`config.mk`:
```
export PLATFORM = sky130hd
export DESIGN_NAME = unsigned_adder_acc
export DESIGN_NICKNAME = d
export VERILOG_FILES = /design/src/rtl/unsigned_adder_acc.sv
export SDC_FILE = /design/constraint.sdc
export NUM_CORES = 1
export LEC_CHECK = 0
export BUFFER_PORTS_ARGS = -buffer_cell sky130_fd_sc_hd__buf_2
export CAP_MARGIN = 10
export CORE_MARGIN = 2
export CORE_UTILIZATION = 38
export DETAILED_ROUTE_END_ITERATION = 10
export SLEW_MARGIN = 25
export SYNTH_ARGS = -nofsm -noshare
export SYNTH_HDL_FRONTEND = slang
export SYNTH_SLANG_ARGS = --single-unit
```
`constraint.sdc`:
```
create_clock -name CLK -period 4.93 [get_ports CLK]
set_clock_uncertainty 0.05 [all_clocks]
set_input_delay 0.493 -clock CLK [delete_from_list [all_inputs] [get_ports CLK]]
set_output_delay 0.493 -clock CLK [all_outputs]
set_load 0.005 [all_outputs]
```
`src/rtl/unsigned_adder_acc.sv`:
```
// ---------------------------------------------------------------------------
// unsigned_adder_acc
//
// Handshaked WIDTH-bit unsigned adder / accumulator with a single registered
// output stage. Each accepted operation either adds A+B (MODE=0) or adds A
// to an internal running accumulator (MODE=1). The result, its carry-out and
// a sticky overflow flag are registered. Flow control follows valid/ready on
// both the input and the output side.
//
// Optional feature macro: SATURATE_EN
//   defined   -> on carry, SUM (and ACC in MODE=1) load all-ones
//   undefined -> results wrap modulo 2^WIDTH (no saturation logic built)
//
// Ports:
//   CLK        in   rising-edge clock
//   RST        in   asynchronous active-high reset
//   A          in   operand A (unsigned, WIDTH bits)
//   B          in   operand B (unsigned, WIDTH bits), ignored when MODE=1
//   MODE       in   0: A+B, 1: ACC+A
//   CLR        in   synchronous clear of accumulator and sticky overflow
//   IN_VALID   in   A/B/MODE valid
//   IN_READY   out  block can accept an operation this cycle
//   SUM        out  registered result (WIDTH bits)
//   COUT       out  carry-out of the operation that produced SUM
//   OUT_VALID  out  SUM/COUT valid
//   OUT_READY  in   consumer takes SUM this cycle
//   OVF        out  sticky: some accepted operation carried since reset/CLR
// ---------------------------------------------------------------------------
module unsigned_adder_acc #(
  parameter int WIDTH = 8
) (
  input  logic             CLK,
  input  logic             RST,
  input  logic [WIDTH-1:0] A,
  input  logic [WIDTH-1:0] B,
  input  logic             MODE,
  input  logic             CLR,
  input  logic             IN_VALID,
  output logic             IN_READY,
  output logic [WIDTH-1:0] SUM,
  output logic             COUT,
  output logic             OUT_VALID,
  input  logic             OUT_READY,
  output logic             OVF
);

  // Registered state
  logic [WIDTH-1:0] sum_q, sum_d;
  logic             cout_q, cout_d;
  logic             out_valid_q, out_valid_d;
  logic [WIDTH-1:0] acc_q, acc_d;
  logic             ovf_q, ovf_d;

  // Datapath intermediates
  logic             in_ready;
  logic             accept;
  logic             emit;
  logic [WIDTH-1:0] acc_eff;
  logic [WIDTH-1:0] operand_b;
  logic [WIDTH:0]   raw_sum;
  logic             carry;
  logic [WIDTH-1:0] result;

  // Single output register: a new operation can only enter when the slot is
  // empty or is being drained in the same cycle.
  always_comb begin
    in_ready = !out_valid_q || OUT_READY;
    accept   = IN_VALID && in_ready;
    emit     = out_valid_q && OUT_READY;
  end

  // Adder. A same-cycle CLR zeroes the accumulator before it is used, and
  // both operands are zero-extended so the carry is never lost.
  always_comb begin
    acc_eff   = CLR ? '0 : acc_q;
    operand_b = MODE ? acc_eff : B;
    raw_sum   = {1'b0, A} + {1'b0, operand_b};
    carry     = raw_sum[WIDTH];
`ifdef SATURATE_EN
    result    = carry ? {WIDTH{1'b1}} : raw_sum[WIDTH-1:0];
`else
    result    = raw_sum[WIDTH-1:0];
`endif
  end

  // Next-state logic for the output stage, accumulator and overflow flag.
  // With CLR and accept together the flag reflects only this operation.
  always_comb begin
    sum_d       = sum_q;
    cout_d      = cout_q;
    out_valid_d = out_valid_q;
    acc_d       = acc_q;
    ovf_d       = ovf_q;

    if (accept) begin
      sum_d       = result;
      cout_d      = carry;
      out_valid_d = 1'b1;
      if (MODE) begin
        acc_d = result;
      end else if (CLR) begin
        acc_d = '0;
      end
      if (CLR) begin
        ovf_d = carry;
      end else begin
        ovf_d = ovf_q | carry;
      end
    end else begin
      if (emit) begin
        out_valid_d = 1'b0;
      end
      if (CLR) begin
        acc_d = '0;
        ovf_d = 1'b0;
      end
    end
  end

  // State registers, cleared immediately by the asynchronous reset so any
  // pending result is discarded.
  always_ff @(posedge CLK or posedge RST) begin
    if (RST) begin
      sum_q       <= '0;
      cout_q      <= 1'b0;
      out_valid_q <= 1'b0;
      acc_q       <= '0;
      ovf_q       <= 1'b0;
    end else begin
      sum_q       <= sum_d;
      cout_q      <= cout_d;
      out_valid_q <= out_valid_d;
      acc_q       <= acc_d;
      ovf_q       <= ovf_d;
    end
  end

  assign IN_READY  = in_ready;
  assign SUM       = sum_q;
  assign COUT      = cout_q;
  assign OUT_VALID = out_valid_q;
  assign OVF       = ovf_q;

endmodule

```
==> results of run 1 <==
[power groups by stage]
stage	Sequential, uW	Clock (uW)	Combinational, uW
floorplan	198	0	83.6
global placement	196	0	130
detailed placement	197	0	131
CTS	194	82.3	132
global route	197	87.1	149
finish	194	77.8	130
[per-layer routing]
metal	up-vias	GRT usage [%]	share of wire, %
met5	-	0	0
met4	0	4.76	0.88
met3	4	2.81	6.7
met2	33	25.9	45
met1	442	20.6	47
li1	479	-	-
[metrics by stage]
step                utilization (%)  total power (uW)
floorplan                         -               282
global placement               46.1               326
detailed placement             46.1               329
CTS                            47.0               409
global route                   47.0               433
finish                         47.0               401
[logic make-up after synthesis]
group	count (synthesis)	share of synthesized area, %
and+or+nand+nor	33	14.5
AOI/OAI and AO/OA	32	18.7
DFF	19	39.9
muxes	11	10.4
buffers and inverters	10	3.47
adders and majority gates	9	10.1
xor gates and xnor gates	4	2.94
[worst max-delay path, stage by stage]
cell and delay (ns):
buf_2 0.15, inv_1 0.19, a31o_2 0.19, ha_1 0.20
inv_1 0.07, fa_1 0.43, nor2b_4 0.13, o31a_1 0.16
o21ai_2 0.08, nor3b_2 0.18, o31ai_2 0.20
[sequential cells by signal, indices dropped and copies added (netlist names)]
| register | cells |
|---|---|
| SUM | 8 |
| COUT | 1 |
| acc_q | 8 |
| OVF | 1 |
| OUT_VALID | 1 |
[layout make-up]
class	instances	area share, %
Multi-Input combinational cell	89	47.4
Inverter	7	1.85
Clock buffer	4	1.85
Tap cell	44	3.87
Sequential cell	19	33.4
Timing Repair Buffer	33	11.6
[cell usage in the layout, fill, tap and decap left out, drive strengths merged, types with 3 or more instances in the layout]
| cell type | count |
|---|---|
| a21oi | 7 |
| a31o | 3 |
| buf | 33 |
| clkbuf | 4 |
| dfrtp | 19 |
| ha | 8 |
| inv | 7 |
| mux2 | 11 |
| nand2 | 13 |
| nand3 | 4 |
| nor2 | 4 |
| nor2b | 9 |
| o21ai | 12 |
[how the worst max path moves through the flow]
stage               start  endpoint  slack (ns)  cells after the start
floorplan            MODE  acc_q[6]        2.54                     11
global placement     MODE  acc_q[6]        2.33                     11
detailed placement   MODE  acc_q[6]        2.28                     11
CTS                  MODE  acc_q[6]        2.60                     11
global route          CLR      COUT        2.52                     11
finish                CLR  acc_q[6]        2.60                     11
==> flow_summary.ini, run 1 <==
[routing]
postRouteWirelength_mm = 2.51
vias = 958
ant_nets = 0
wl_per_cell_um = 12.8
drtIter0Drc = 37
vias_per_cell = 4.89
drtPass1Iterations = 4
drc = 0

[placed_design]
hpwl_mm = 2.01
gp_congestion = 0.752
dp_cells = 192
portBuffers = 33
dp_slack_ns = 2.28
placed_area_um2 = 1400

[power_and_ir_drop]
power_density_nw_per_um2 = 282
p_seq_share_pct = 48.3
leakagePower_uw = 0.000697
p_clk_share_pct = 19.4
power.internal_uw = 279
swShare_pct = 30.5
comb_power_share_pct = 32.4
switchingPower_uw = 122
irDropWorstVdd_mv = 0.154

[cells_and_area]
antenna_cells = 0
final_nets = 184
multi_input_area_um2 = 674
regArea_um2 = 475
fin_area_um2 = 1420
num-fill-cells = 303
syn_to_final_growth_pct = 19.4
instances_no_fill = 196
drive_above_1_share_pct = 38.2

[outcome]
status = completed

[clocking]
cts-root-buf = clkbuf_4
ctsHoldBuffers = 0
cts_buffers = 3
cts_tree = yes
htree_levels = 1
cts_sinks = 19
cts.path.max_buffers = 2
clkSlewWorstSetupHoldPaths_ns = 0.11
cts_setup_buffers = 0
cts_resized = 0
clk_latency_ns = 0.29

[die]
io_pins = 34
dieHeight_um = 60.0
std_cell_rows = 20
start_util_pct = 39.3
die_w_um = 60.0
fp.coreArea_um2 = 3030
die-area_um2 = 3600

[global_routing]
grt_pass1_wl_mm = 4.18
antenna_found_initial = 0
grt_max_degree = 20
grt_use_total_pct = 15.6
grt_pass1_vias = 966
grt.overflow.total = 0

[worst_setup_path]
r2r-start = acc_q[0]
arrival_ns = 2.48
r2r_end = acc_q[6]
crit_fanout = 7
crit_type = in2reg
crit_path_end_kind = flip-flop
reg2reg_slack_ns = 2.71
critPathRequiredTime_ns = 5.08
reg2regPathDepth = 9
cp-start-kind = primary input

[yosys]
synth_cell_types = 28
synthTopCellsByArea = dfrtp_1 (40%), mux2_2 (10%), ha_1 (8.4%)
synthFlopType = dfrtp_1
synth_top_cell_by_area = dfrtp_1
synth_fp_nets = 149
yosysMostFrequentCell = dfrtp_1
seq_area_frac_synth_pct = 39.9
synthesis.area_um2 = 1190
synth_top_area_share_pct = 39.9
synth_edf_count = 0
async_flop_share_pct = 100
syn_inst = 118
synth.avg_cell_area_um2 = 10.1
synthTopCellsByCount = dfrtp_1 (19), nand2_1 (13), mux2_2 (11), o21ai_0 (11)
yosysWarnings = 0
ys_seq_elements = 19

[sta]
setup_tns_ns = 0
drv_slew = 0
clock.fmax_ghz = 0.429
finalSetupViolations = 0
fin_crit_sh_pct = 47.2
period_needed_ns = 2.33
final_hold_viol_count = 0
holdWs_ns = 0.252
setup_ws_ns = 2.60
rsz0062_at_grt = no
relSlewSlack_pct = 51.7
tightest_slew_ns = 0.723

[worst_hold_path]
hold_class = in2async

[flow_run]
max-cap-violations = 0
Power figures use the tool's default switching activity.
==> run 2, diff against run 1 <==
==> constraint.sdc (replaced) <==
create_clock -name CLK -period 2.05 [get_ports CLK]
set_clock_uncertainty 0.05 [all_clocks]
set_input_delay 0.205 -clock CLK [delete_from_list [all_inputs] [get_ports CLK]]
set_output_delay 0.205 -clock CLK [all_outputs]
set_load 0.005 [all_outputs]
==> run 2 against run 1 <==
Critical path depth decreased by 2. The flow now finishes with violations (negative setup slack). First-iteration DRC count is 30% lower. Register-to-register slack worse by 2.7 ns. Largest cell class unchanged. Wire length is 15% higher. Cell count increased by 8.7%. Sequential share of layout area down 4.4 points. Critical endpoint unchanged. Design area is 15% higher. Via count increased by 8.5%. Combinational power rose to 3.0 times the previous value. Worst hold slack worse by 0.19 ns.
==> flow_summary.ini, run 2 (same netlist as run 1, synthesis figures left out) <==
[outcome]
status = finished, violations left
violations = negative setup slack

[clocking]
cts.path.max_buffers = 2
cts-root-buf = clkbuf_4
cts_buffers = 3
clk_latency_ns = 0.31
cts_tree = yes
clkSlewWorstSetupHoldPaths_ns = 0.12
cts_sinks = 19
htree_levels = 1

[routing]
ant_nets = 0
wl_per_cell_um = 13.6
vias = 1039
vias_per_cell = 4.88
drtIter0Drc = 26
postRouteWirelength_mm = 2.90
drc = 0
drtPass1Iterations = 4

[die]
die-area_um2 = 3600
io_pins = 34
die_w_um = 60.0
std_cell_rows = 20
dieHeight_um = 60.0
fp.coreArea_um2 = 3030
start_util_pct = 39.3

[sta]
finalSetupViolations = 2
tightest_slew_ns = 0.740
fin_crit_sh_pct = 102
relSlewSlack_pct = 50.6
setup_ws_ns = -0.0381
final_hold_viol_count = 0
holdWs_ns = 0.0626
drv_slew = 0
rsz0062_at_grt = yes
setup_tns_ns = -0.0677
clock.fmax_ghz = 0.479
period_needed_ns = 2.09

[worst_setup_path]
reg2reg_slack_ns = -0.04
crit_type = reg2reg
reg2regPathDepth = 9
r2r-start = acc_q[1]
cp.depth = 9
arrival_ns = 2.22
crit_slowest_cell = dfrtp_1
r2r_end = acc_q[6]
critPathTopFamily = compound AO/OA/AOI/OAI gates
slowest_delay_ns = 0.38
critPathLaunch = acc_q[1]
cp-start-kind = flip-flop
cpMostUsedCell = nor2b_4
crit_path_end_kind = flip-flop
critPathRequiredTime_ns = 2.18
path_cells = nor2b_4 -> mux2_4 -> inv_2 -> fa_2 -> nor2b_4 -> o31a_1 -> o21ai_2 -> nor3b_4 -> o31ai_2
crit_fanout = 3
crit_buf_inv = 1

[cells_and_area]
final_common_cell = buf_2
drive_above_1_share_pct = 49.1
instances_no_fill = 213
antenna_cells = 0
syn_to_final_growth_pct = 37.5
fin_area_um2 = 1640
final_cell_mix = buf_2 (33), dfrtp_1 (19), buf_4 (16)
final_nets = 201

[global_routing]
grt.overflow.total = 0
grt_pass1_vias = 1090
grt_max_degree = 20
grt_pass1_wl_mm = 4.68
antenna_found_initial = 0
grt_use_total_pct = 17.8

[placed_design]
dp_cells = 206
dp_slack_ns = -0.146
portBuffers = 33
gp_congestion = 0.786
placed_area_um2 = 1510
hpwl_mm = 2.20

[flow_run]
max-cap-violations = 0

[power_and_ir_drop]
power_density_nw_per_um2 = 642
leakagePower_uw = 0.000790
irDropWorstVdd_mv = 0.287

[worst_hold_path]
worstHoldPathCells = 2
hold_end = OUT_VALID
hold_class = in2reg
hold_start = IN_VALID
## run 2: cell types whose count changed in the layout (fill, tap and decap cells not counted), moves of 2 or more
cell / delta
o21ai_0: -3
ha_4: +4
inv_1: -2
o21ai_1: +3
mux2_4: +2
inv_2: +2
mux2_2: -2
ha_1: -4
buf_4: +16
## run 2: final cells by class
class	count	area (um2)
Multi-Input combinational cell	89	759
Clock buffer	4	26.3
Timing Repair Buffer	50	295
Fill cell	282	1390
Inverter	7	26.3
Tap cell	44	55.1
Sequential cell	19	475
## run 2: per-stage QoR
stage | total power (uW) | util (%)
2_1_floorplan | 683 | -
3_3_place_gp | 815 | 49.9
3_5_place_dp | 825 | 49.9
4_1_cts | 1040 | 52.3
5_1_grt | 1120 | 54.1
6_report | 1050 | 54.1
## run 2: worst max-delay path by stage
stage / end / slack, ns
after floorplan: acc_q[6] / 0.01
after global placement: acc_q[6] / -0.1
after detailed placement: acc_q[6] / -0.15
after CTS: acc_q[6] / -0.10
after global routing: acc_q[6] / -0.15
final: acc_q[6] / -0.04
## run 2: timing repair
action	CTS	global route
buffers inserted	1	1
hold buffers	1	0
hold endpoints to repair	19	0
pin swaps	8	12
endpoints found under the setup margin	6	12
gates resized for setup	8	8
## run 2: where the power goes
group          internal, uW  total (uW)  switching, uW
clock network          75.9         198            122
logic                   210         388            178
registers               438         465           26.8
total                   724        1050            328
## run 2: layer usage
layer / up-vias / part of all wire, % / GRT usage [%] / wire, um
met5: - / 0 / 0 / 0
met4: 0 / 2.5 / 10.2 / 72
met3: 7 / 4.5 / 3.03 / 129
met2: 31 / 49 / 28.6 / 1410
met1: 485 / 44 / 22.3 / 1280
li1: 516 / - / - / -
